**src/rtl/seq_divider.sv**
```systemverilog
// -----------------------------------------------------------------------------
// seq_divider
//   Multi-cycle divider for the RV32M DIV/DIVU/REM/REMU operations. A restoring
//   shift-subtract loop retires one quotient bit per clock, so an ordinary
//   operation finishes N+1 cycles after it is accepted. Divide-by-zero and the
//   signed overflow case (most-negative / -1) skip the loop and finish one
//   cycle after acceptance.
//
// Ports
//   clk    : single clock, all state updates on its rising edge
//   rst    : asynchronous, active-low reset
//   start  : request a new operation (only looked at while idle)
//   op     : 00 DIV, 01 DIVU, 10 REM, 11 REMU
//   a      : dividend (rs1), captured on the accepting edge
//   b      : divisor  (rs2), captured on the accepting edge
//   busy   : high while an accepted operation has not completed
//   done   : one-cycle registered pulse, result valid
//   result : last completed result, held until the next completion
// -----------------------------------------------------------------------------
module seq_divider #(
  parameter int N = 32
) (
  input  logic         clk,
  input  logic         rst,
  input  logic         start,
  input  logic [1:0]   op,
  input  logic [N-1:0] a,
  input  logic [N-1:0] b,
  output logic         busy,
  output logic         done,
  output logic [N-1:0] result
);

  localparam int CW = (N > 1) ? $clog2(N) : 1;
  localparam logic [N-1:0] ONE     = N'(1);
  localparam logic [N-1:0] MOST_NEG = {1'b1, {(N-1){1'b0}}};
  localparam logic [N-1:0] ALL_ONES = {N{1'b1}};

  typedef enum logic [1:0] {
    IDLE   = 2'b00,
    CALC   = 2'b01,
    FINISH = 2'b10
  } state_t;

  state_t state_q;
  state_t state_d;

  // Operation context latched at acceptance
  logic          rem_sel_q;
  logic          special_q;
  logic          q_neg_q;
  logic          r_neg_q;
  logic [CW-1:0] cnt_q;

  // dvd_q starts as the dividend magnitude and shifts quotient bits in from the
  // right; for special cases it simply carries the precomputed answer.
  logic [N-1:0]  dvd_q;
  logic [N-1:0]  dvs_q;
  logic [N-1:0]  rem_q;

  // Acceptance-time decode
  logic          op_signed;
  logic          div_by_zero;
  logic          overflow;
  logic          is_special;
  logic [N-1:0]  special_val;
  logic [N-1:0]  abs_a;
  logic [N-1:0]  abs_b;

  // One restoring step
  logic [N:0]    shifted;
  logic [N:0]    trial;
  logic          q_bit;
  logic          last_step;

  // Finish-time sign correction
  logic [N-1:0]  quo_fix;
  logic [N-1:0]  rem_fix;

  assign op_signed   = ~op[0];
  assign div_by_zero = (b == '0);
  assign overflow    = op_signed && (a == MOST_NEG) && (b == ALL_ONES);
  assign is_special  = div_by_zero || overflow;

  // Divide-by-zero: quotient all ones, remainder is the dividend.
  // Overflow: quotient is the dividend itself (most negative), remainder zero.
  assign special_val = div_by_zero ? (op[1] ? a : ALL_ONES)
                                   : (op[1] ? '0 : MOST_NEG);

  assign abs_a = (op_signed && a[N-1]) ? (~a + ONE) : a;
  assign abs_b = (op_signed && b[N-1]) ? (~b + ONE) : b;

  // The partial remainder is always below the divisor, so the shifted value
  // fits in N+1 bits and the sign of the trial subtraction is its top bit.
  assign shifted   = {rem_q, dvd_q[N-1]};
  assign trial     = shifted - {1'b0, dvs_q};
  assign q_bit     = ~trial[N];
  assign last_step = (cnt_q == CW'(N - 1));

  assign quo_fix = q_neg_q ? (~dvd_q + ONE) : dvd_q;
  assign rem_fix = r_neg_q ? (~rem_q + ONE) : rem_q;

  always_ff @(posedge clk or negedge rst) begin
    if (!rst) begin
      state_q <= IDLE;
    end else begin
      state_q <= state_d;
    end
  end

  always_comb begin
    state_d = IDLE;
    case (state_q)
      IDLE: begin
        if (start) begin
          state_d = is_special ? FINISH : CALC;
        end else begin
          state_d = IDLE;
        end
      end
      CALC:    state_d = last_step ? FINISH : CALC;
      FINISH:  state_d = IDLE;
      default: state_d = IDLE;
    endcase
  end

  always_ff @(posedge clk or negedge rst) begin
    if (!rst) begin
      rem_sel_q <= 1'b0;
      special_q <= 1'b0;
      q_neg_q   <= 1'b0;
      r_neg_q   <= 1'b0;
      cnt_q     <= '0;
      dvd_q     <= '0;
      dvs_q     <= '0;
      rem_q     <= '0;
      busy      <= 1'b0;
      done      <= 1'b0;
      result    <= '0;
    end else begin
      done <= 1'b0;
      case (state_q)
        IDLE: begin
          if (start) begin
            rem_sel_q <= op[1];
            special_q <= is_special;
            q_neg_q   <= op_signed & (a[N-1] ^ b[N-1]);
            r_neg_q   <= op_signed & a[N-1];
            cnt_q     <= '0;
            rem_q     <= '0;
            dvs_q     <= abs_b;
            dvd_q     <= is_special ? special_val : abs_a;
            busy      <= 1'b1;
          end
        end
        CALC: begin
          rem_q <= q_bit ? trial[N-1:0] : shifted[N-1:0];
          dvd_q <= {dvd_q[N-2:0], q_bit};
          cnt_q <= cnt_q + 1'b1;
        end
        FINISH: begin
          if (special_q) begin
            result <= dvd_q;
          end else begin
            result <= rem_sel_q ? rem_fix : quo_fix;
          end
          busy <= 1'b0;
          done <= 1'b1;
        end
        default: begin
          busy <= 1'b0;
        end
      endcase
    end
  end

endmodule

```
**config.mk**
```make
export PLATFORM = sky130hd
export DESIGN_NAME = seq_divider
export DESIGN_NICKNAME = d
export VERILOG_FILES = /design/src/rtl/seq_divider.sv
export SDC_FILE = /design/constraint.sdc
export NUM_CORES = 1
export LEC_CHECK = 0
export BUFFER_PORTS_ARGS = -buffer_cell sky130_fd_sc_hd__buf_2
export CORE_MARGIN = 2
export CORE_UTILIZATION = 55
export DETAILED_ROUTE_END_ITERATION = 10
export GPL_TIMING_DRIVEN = 0
export PLACE_DENSITY = 0.75
export SETUP_SLACK_MARGIN = 0.15
export SLEW_MARGIN = 25
export SYNTH_ARGS = -nofsm -noshare
export SYNTH_HDL_FRONTEND = slang
export SYNTH_SLANG_ARGS = --single-unit
export TNS_END_PERCENT = 10
```
**constraint.sdc**
```tcl
create_clock -name clk -period 5.5 [get_ports clk]
set_clock_uncertainty 0.2 [all_clocks]
set_input_delay 0.55 -clock clk [delete_from_list [all_inputs] [get_ports clk]]
set_output_delay 0.55 -clock clk [all_outputs]
set_load 0.05 [all_outputs]
```
---- Word-level counts from Yosys, hierarchy flattened ----
Cells that the tools add are included.
storage, ports and cells
  input port bits ......................... 69
  flip-flop bits (word level) ............. 141
  word-level logic and storage cells ...... 69
  output and inout port bits .............. 34
operators by class
  bitwise logic cells ..................... 10
  equal/unequal tests ..................... 6
  mux-type cells .......................... 24
  add/subtract/negate cells ............... 6
  reductions and logical operators ........ 11
operator list
  operator               count
  $mux 32                13
  $add 32x1->32 const B  4
  $not 32->32            4
  $pmux 32 s2            2
  $eq 32x32->1 const B   2
  $sub 33x32->33         1
  $logic_not 32->1       1
  $pmux 5 s2             1
  $mux 2                 3
  $reduce_and 2->1       3
  $add 5x1->5 const B    1
  $eq 5x5->1 const B     1
  $mux 5                 1
  $logic_and 1x1->1      4
  $pmux 2 s2             1
  $not 1->1              3
  $and 1x1->1            2
  $eq 2x1->1 const B     1
  $eq 2x2->1 const B     1
  $logic_not 2->1        1
  $mux 1                 2
  $ne 2x2->1 const B     1
  $pmux 1 s2             1
  $reduce_bool 2->1      1
  2 further kinds        2

---- Logic depth before layout (Yosys ltp) ----
Gate-level depths: netlist of the first run.
  depth in word-level cells ............... 7
  depth in mapped cells ................... 13
  mapped depth without buffers ............ 12

---- Worst setup path after synthesis of the first run ----
Ideal clock, no wire load.
  path kind ............................... register to register
  from .................................... register dvd_q[31]
  to ...................................... register rem_q[4]
  library setup time ...................... 0.134 ns
  path buffers ............................ 1
  clock period less this slack ............ 3.411 ns
  slack ................................... 2.089 ns
  data arrival time ....................... 3.076 ns
  required time ........................... 5.166 ns
  stages on the path, launching flop included .. 14
  path through ............................ dfrtp_1 inv_1 ha_1 fa_1 nand2b_1 a21o_1 a21oi_1 a21oi_1 o21ai_1 o221ai_1 xnor2_2 buf_2 mux2i_1 o21ai_0
between the ends
  cells in the longest elaborated chain, start to end .. 3
RTL lines
  what                    line  text
  from (decl)             57    logic [N-1:0] dvd_q;
  from (signal assigned)  152   dvd_q <= is_special ? special_val : abs_a;
  from (signal assigned)  158   dvd_q <= {dvd_q[N-2:0], q_bit};
  $sub 33x32->33          96    assign trial = shifted - {1'b0, dvs_q};
  $mux 32                 157   rem_q <= q_bit ? trial[N-1:0] : shifted[N-1:0];
  $pmux 32 s2             142   case (state_q)
  to (signal assigned)    157
  to (decl)               59    logic [N-1:0] rem_q;
No other way between the ends.
A chain may end at the register's enable or synchronous reset.

---- Final worst setup path of the first run ----
  from .................................... register dvd_q[31]
  to ...................................... register rem_q[17]
Same word-level chain as after synthesis.

==> impl_metrics.csv, run 1 <==
group,metric,value,unit
clock_tree,ctsResizeCount,0,
logic_synthesis,syn_area_per_cell,7.958,um2
worst_hold_path,hold_path_depth,3,
logic_synthesis,synth_edf_count,0,
timing,slew_headroom,0.3313,
detailed_routing,totalWireLength,36.86,mm
clock_tree,cts.path.max_buffers,2,
clock_tree,hold_buffers,1,
worst_setup_path,worst-path-max-fanout,10,
worst_setup_path,crit_path_end_kind,"flip-flop",
worst_setup_path,cp_top_family,"compound AO/OA/AOI/OAI gates",
power_and_ir_drop,power_density,709.6,nW/um2
logic_synthesis,yosys.cell_types.count,79,
clock_tree,cts_setup_buffers,0,
floorplanning,row_count,51,
worst_setup_path,crit_path_frequent_cell,"a21oi_1",
detailed_routing,top_layer_used,"met4",
flow_run,cap_violations,0,
power_and_ir_drop,peakVddDrop,374.6,uV
timing,maxSlewViolCount,0,
detailed_routing,firstDrtPassIters,6,
layout,final_area,12530,um2
timing,period_share,0.7977,
clock_tree,h-tree-depth,4,
clock_tree,cts_tree,"built",
logic_synthesis,ys_seq_area_frac,0.3185,
worst_setup_path,cp_data_arrival_time,4.47,ns
grt,grt_pass1_vias,10340,
timing,hold_viol,0,
placement,dp_hpwl,27.56,mm
layout,register_area,3528,um2
timing,finalSetupViolCount,0,
grt,grt_use_total,0.3428,
floorplanning,die_w,145.9,um
timing,fmaxAchievable,0.2279,GHz
worst_setup_path,path_depth,13,
logic_synthesis,syn_inst,1392,
grt,grt_pass1_wl,57.97,mm
logic_synthesis,syn-cell-area,11080,um2
detailed_routing,m1WireLength,16.10,mm
placement,postPlaceCellArea,11950,um2
detailed_routing,drt_iter0_markers,1231,
floorplanning,core,19590,um2
logic_synthesis,synth_most_common_cell,"o21ai_0",
logic_synthesis,ys_ff_latch,141,
logic_synthesis,synth-async-reset-ratio,1.000,
floorplanning,io_pins,103,
worst_setup_path,critPathLaunchType,"flip-flop",
logic_synthesis,synthTopCellsByArea,"dfrtp_1 32%, o21ai_0 7.5%, a21oi_1 5.4%",
grt,antenna_found_initial,0,
logic_synthesis,ys_top_cells_by_count,"167 x o21ai_0, 150 x nand2_1, 141 x dfrtp_1, 119 x a21oi_1, 113 x nor2_1",
worst_setup_path,path_class,"reg2reg",
floorplanning,die_h,145.9,um
grt,grt_max_degree,94,
worst_hold_path,min_from,"start",
clock_tree,path_clk_slew,0.06,ns
clock_tree,cts-root-buf,"clkbuf_16",
detailed_routing,post-route-drc-count,0,
detailed_routing,wl_met2,16.17,mm
worst_setup_path,crit_path_cell_trace,"inv_1 > ha_1 > fa_1 > nand2b_1 > a21o_1 > a21oi_1 > a21oi_1 > o21ai_1 > o221ai_1 > xnor2_2 > buf_2 > mux2i_1 > o21ai_0",
detailed_routing,vias,11510,
placement,io_buffers,101,
layout,drive_gt1_frac,0.1251,
clock_tree,insertion_delay,0.43,ns
floorplanning,initial_utilization,0.5655,
detailed_routing,wire_per_inst,20.57,um
clock_tree,cts_made_buffers,17,
worst_setup_path,slowest_delay,0.60,ns
worst_setup_path,r2r_start,"dvd_q[31]",
logic_synthesis,synth_area_leader_cell,"dfrtp_1",
placement,place_congestion,0.9855,
layout,multi_input_area,6975,um2
power_and_ir_drop,leakage,5.398,nW
layout,insertedDiodeCount,0,
timing,min_period,4.387,ns
worst_setup_path,path_buf_inv,2,
layout,num-fill-cells,1819,
grt,grt.overflow.total,0,
detailed_routing,ant_nets,0,
worst_setup_path,required,5.59,ns
floorplanning,die-area,21290,um2
worst_setup_path,cp-startpoint,"dvd_q[31]",
logic_synthesis,yosysTopAreaCellShare,0.3185,
layout,area_growth,13.12,%
worst_hold_path,hp-class,"in2reg",
detailed_routing,viasPerCell,6.425,
timing,tightest_slew,1.001,ns
layout,nets,1623,
timing,fin_setup_tns,0,ns
timing,grt_setup_unrepaired,"no",
detailed_routing,dr_wl_met3,3.500,mm
worst_setup_path,r2r_cells,13,
worst_setup_path,cp_slowest_cell,"xnor2_2",
logic_synthesis,syn_nets,1501,
logic_synthesis,ys.flop_type,"dfrtp_1",
clock_tree,cts_sinks,141,
logic_synthesis,synth_warnings,0,
outcome,status,"finished, final reports clean",
==> cell families after synthesis <==
logic type,count (synthesis),synth area share
muxes,35,0.03230
adders and majority gates,40,0.04586
and+or+nand+nor,433,0.1937
AOI/OAI and AO/OA,512,0.2852
xor gates and xnor gates,91,0.07262
DFF,141,0.3185
buffers and inverters,140,0.05184
==> path summary, 6_finish.rpt <==
path / endpoint / slack (ns)
hold / removal: busy / 0.20
max in group asynchronous: dvs_q[11] / 3.92
min in group asynchronous: rem_q[10] / 0.40
setup / recovery: rem_q[17] / 1.11
setup reg to reg: rem_q[17] / 1.11
hold reg to reg: result[1] / 0.26
==> where the power goes <==
group / total (mW) / internal [mW] / switching (mW)
Combinational: 5.62 / 2.29 / 3.33
Clock: 1.12 / 0.648 / 0.477
Sequential: 2.15 / 1.50 / 0.653
==> worst reg2reg max path, delay by kind of cell (launching register included) <==
family | cells | cell delay [ns]
flip-flops | 1 | 0.42
AO/OA/AOI/OAI | 6 | 1.44
buffers and inverters | 2 | 0.53
XOR/XNOR | 1 | 0.60
adder cells (fa/ha/maj) | 2 | 0.64
multiplexers | 1 | 0.24
AND/OR/NAND/NOR | 1 | 0.19
==> cells in the final DEF, fill, tap and decap left out, types with 39 or more instances in the layout <==
cell type | Yosys | layout
a21oi_1 | 119 | 119
buf_2 | 9 | 109
clkbuf_1 | 65 | 65
dfrtp_1 | 141 | 141
ha_1 | 39 | 39
inv_1 | 54 | 54
nand2_1 | 150 | 150
nor2_1 | 113 | 113
o21ai_0 | 167 | 167
xnor2_1 | 41 | 41
xor2_1 | 49 | 49
==> layout make-up <==
type / count / area share
Timing Repair Buffer: 103 / 0.04413
Tap cell: 265 / 0.02646
Buffer: 85 / 0.02935
Clock inverter: 13 / 0.009285
Inverter: 55 / 0.01647
Sequential cell: 141 / 0.2815
Multi-Input combinational cell: 1111 / 0.5566
Clock buffer: 19 / 0.03614
==> routing by layer <==
metal  vias to the layer above  track usage
met3                        78      0.04953
met1                      5491       0.5026
li1                       5323            -
met4                         0       0.1201
met2                       622       0.5177
met5                         -            0
==> registers in the layout (all words and copies together) (netlist names) <==
name	count
busy	1
cnt_q	5
done	1
dvd_q	32
dvs_q	32
q_neg_q	1
r_neg_q	1
rem_q	32
rem_sel_q	1
result	32
special_q	1
state_q	2
==> stage by stage <==
step	worst slack [ns]	utilization	std cells	total power, mW	hold slack, ns
2_1_floorplan	2.089	-	1392	6.076	0.05441
3_3_place_gp	1.215	0.6082	1758	7.455	0.2495
3_5_place_dp	1.170	0.6101	1759	7.584	0.2516
4_1_cts	1.162	0.6397	1792	8.725	0.1904
5_1_grt	0.8559	0.6397	1792	9.516	0.2061
6_report	1.113	0.6397	1792	8.893	0.1957
No activity file was read; power rests on OpenSTA's default activity.
==> run 2: changes to the inputs <==
- PLACE_DENSITY: 0.75 -> 0.78
- clock period: 5.5 -> 3.75 ns (I/O delays scaled with it)
==> impl_metrics.csv, run 2 (synthesis results as in run 1) <==
group,metric,value,unit
placement,dp_cells,1759,
clock_tree,cts_sinks,141,
layout,final_area,12610,um2
worst_setup_path,crit_path_end_kind,"flip-flop",
power_and_ir_drop,peakVddDrop,655.3,uV
clock_tree,cts_made_buffers,17,
timing,finalSetupViolCount,0,
worst_setup_path,critPathLaunchType,"flip-flop",
detailed_routing,drt_iter0_markers,1345,
timing,grt_setup_unrepaired,"yes",
timing,tightest_slew,0.7492,ns
grt,grt.overflow.total,0,
detailed_routing,viasPerCell,6.392,
worst_setup_path,cp_data_arrival_time,3.65,ns
detailed_routing,firstDrtPassIters,6,
clock_tree,cts_tree,"built",
layout,num-fill-cells,1750,
power_and_ir_drop,swShare,0.4973,
power_and_ir_drop,p_int,6.658,mW
timing,hold_viol,0,
power_and_ir_drop,comb_power_share,0.643,
clock_tree,h-tree-depth,4,
floorplanning,row_count,51,
detailed_routing,wire_per_inst,20.31,um
power_and_ir_drop,power_density,1051,nW/um2
power_and_ir_drop,leakage,5.413,nW
layout,area_growth,13.79,%
detailed_routing,totalWireLength,36.55,mm
grt,antenna_found_initial,0,
grt,grt_max_degree,91,
floorplanning,die_w,145.9,um
power_and_ir_drop,p_sw,6.585,mW
grt,grt_use_total,0.3423,
flow_run,cap_violations,0,
floorplanning,core,19590,um2
layout,nets,1631,
detailed_routing,post-route-drc-count,0,
detailed_routing,vias,11510,
placement,postPlaceCellArea,11950,um2
layout,final_common_cell,"o21ai_0",
placement,dp_hpwl,27.69,mm
worst_setup_path,path_class,"reg2reg",
floorplanning,die-area,21290,um2
timing,maxSlewViolCount,0,
timing,slew_headroom,0.5005,
timing,period_share,0.9423,
layout,fin_cells,1800,
worst_setup_path,required,3.86,ns
clock_tree,cts-root-buf,"clkbuf_16",
power_and_ir_drop,fin_total_pwr,13.24,mW
grt,grt_pass1_vias,10560,
clock_tree,cts.path.max_buffers,2,
layout,layout_common_cells,"166 x o21ai_0, 150 x nand2_1, 141 x dfrtp_1, 117 x a21oi_1, 113 x nor2_1",
worst_setup_path,worst-path-max-fanout,7,
power_and_ir_drop,p_seq_frac,0.237,
timing,min_period,3.534,ns
clock_tree,path_clk_slew,0.07,ns
layout,insertedDiodeCount,0,
floorplanning,initial_utilization,0.5655,
placement,place_congestion,1.005,
power_and_ir_drop,clkPwrFrac,0.119,
grt,grt_pass1_wl,58.31,mm
floorplanning,io_pins,103,
placement,io_buffers,101,
detailed_routing,ant_nets,0,
clock_tree,insertion_delay,0.43,ns
layout,drive_gt1_frac,0.1322,
floorplanning,die_h,145.9,um
timing,fmaxAchievable,0.2830,GHz
outcome,status,"finished, final reports clean",
worst_hold_path,hp-class,"in2reg",
[run 2: changes by cell type in the layout (fill, tap and decap cells not counted), moves of 2 or more]
cell,previous run,this run
clkinv_4,3,1
buf_4,4,15
buf_2,109,106
clkinvlp_4,2,7
clkinv_2,5,2
a21oi_1,119,117
[run 2: through the flow]
| step | util | setup TNS [ns] | hold slack [ns] | setup slack (ns) |
|---|---|---|---|---|
| global placement | 0.6082 | -15.76 | 0.2584 | -0.5103 |
| finish | 0.6435 | 0 | 0.03646 | 0.2164 |
| CTS | 0.6410 | 0 | 0.03295 | 0.1570 |
| global route | 0.6435 | 0 | 0.09516 | 0.01887 |
| detailed placement | 0.6101 | -16.49 | 0.1065 | -0.5760 |
| floorplan | - | 0 | -0.1206 | 0.3393 |
[run 2: final cells by class]
type	instances	area [um2]	area share
Multi-Input combinational cell	1111	7005	0.5557
Sequential cell	141	3528	0.2799
Timing Repair Buffer	111	613.1	0.04864
Clock buffer	20	456.7	0.03623
Buffer	85	375.4	0.02978
Tap cell	265	331.6	0.02630
Inverter	55	206.4	0.01638
Clock inverter	12	88.84	0.007047
[run 2: power groups by stage]
stage,combinational (mW),sequential (mW),clock [mW]
after floorplan,6.07,2.84,0
after global routing,9.35,3.21,1.64
after detailed placement,8.01,3.11,0
after global placement,7.85,3.08,0
after CTS,8.23,3.09,1.58
final,8.52,3.14,1.58
[run 2: path summary, 6_finish.rpt]
check	cells after the start	slack, ns	start	end
setup / recovery	12	0.22	dvd_q[1]	result[24]
hold / removal	3	0.04	start	busy
setup reg to reg	12	0.22	dvd_q[1]	result[24]
hold reg to reg	2	0.27	result[18]	result[18]
max in group asynchronous	3	2.33	rst	dvs_q[31]
min in group asynchronous	2	0.24	rst	rem_q[10]
[run 2: critical path, cell delays in order, from the launching register on]
cell and delay (ns):
dfrtp_1 0.44, inv_1 0.13, ha_1 0.17, or3b_2 0.48, o31ai_1 0.49, and2_1 0.20, clkbuf_1 0.29, nand2_1 0.16
a21oi_1 0.23, nor3_1 0.07, a21oi_1 0.12, o22ai_1 0.12, mux2_2 0.30
[run 2: routing by layer]
layer | track usage | wire length, um | vias up
met3 | 0.06646 | 3825 | 90
met5 | 0 | 0 | -
met2 | 0.5134 | 15880 | 656
li1 | - | - | 5332
met4 | 0.1225 | 1221 | 0
met1 | 0.4927 | 15620 | 5427
[run 2: timing repair]
| action | in CTS | in global routing |
|---|---|---|
| endpoints found under the hold margin | 51 | 0 |
| gates resized for setup | 6 | 4 |
| pin swaps | 2 | 1 |
| hold buffers | 1 | 0 |
| setup buffers | 4 | 4 |
| setup endpoints to repair | 33 | 50 |
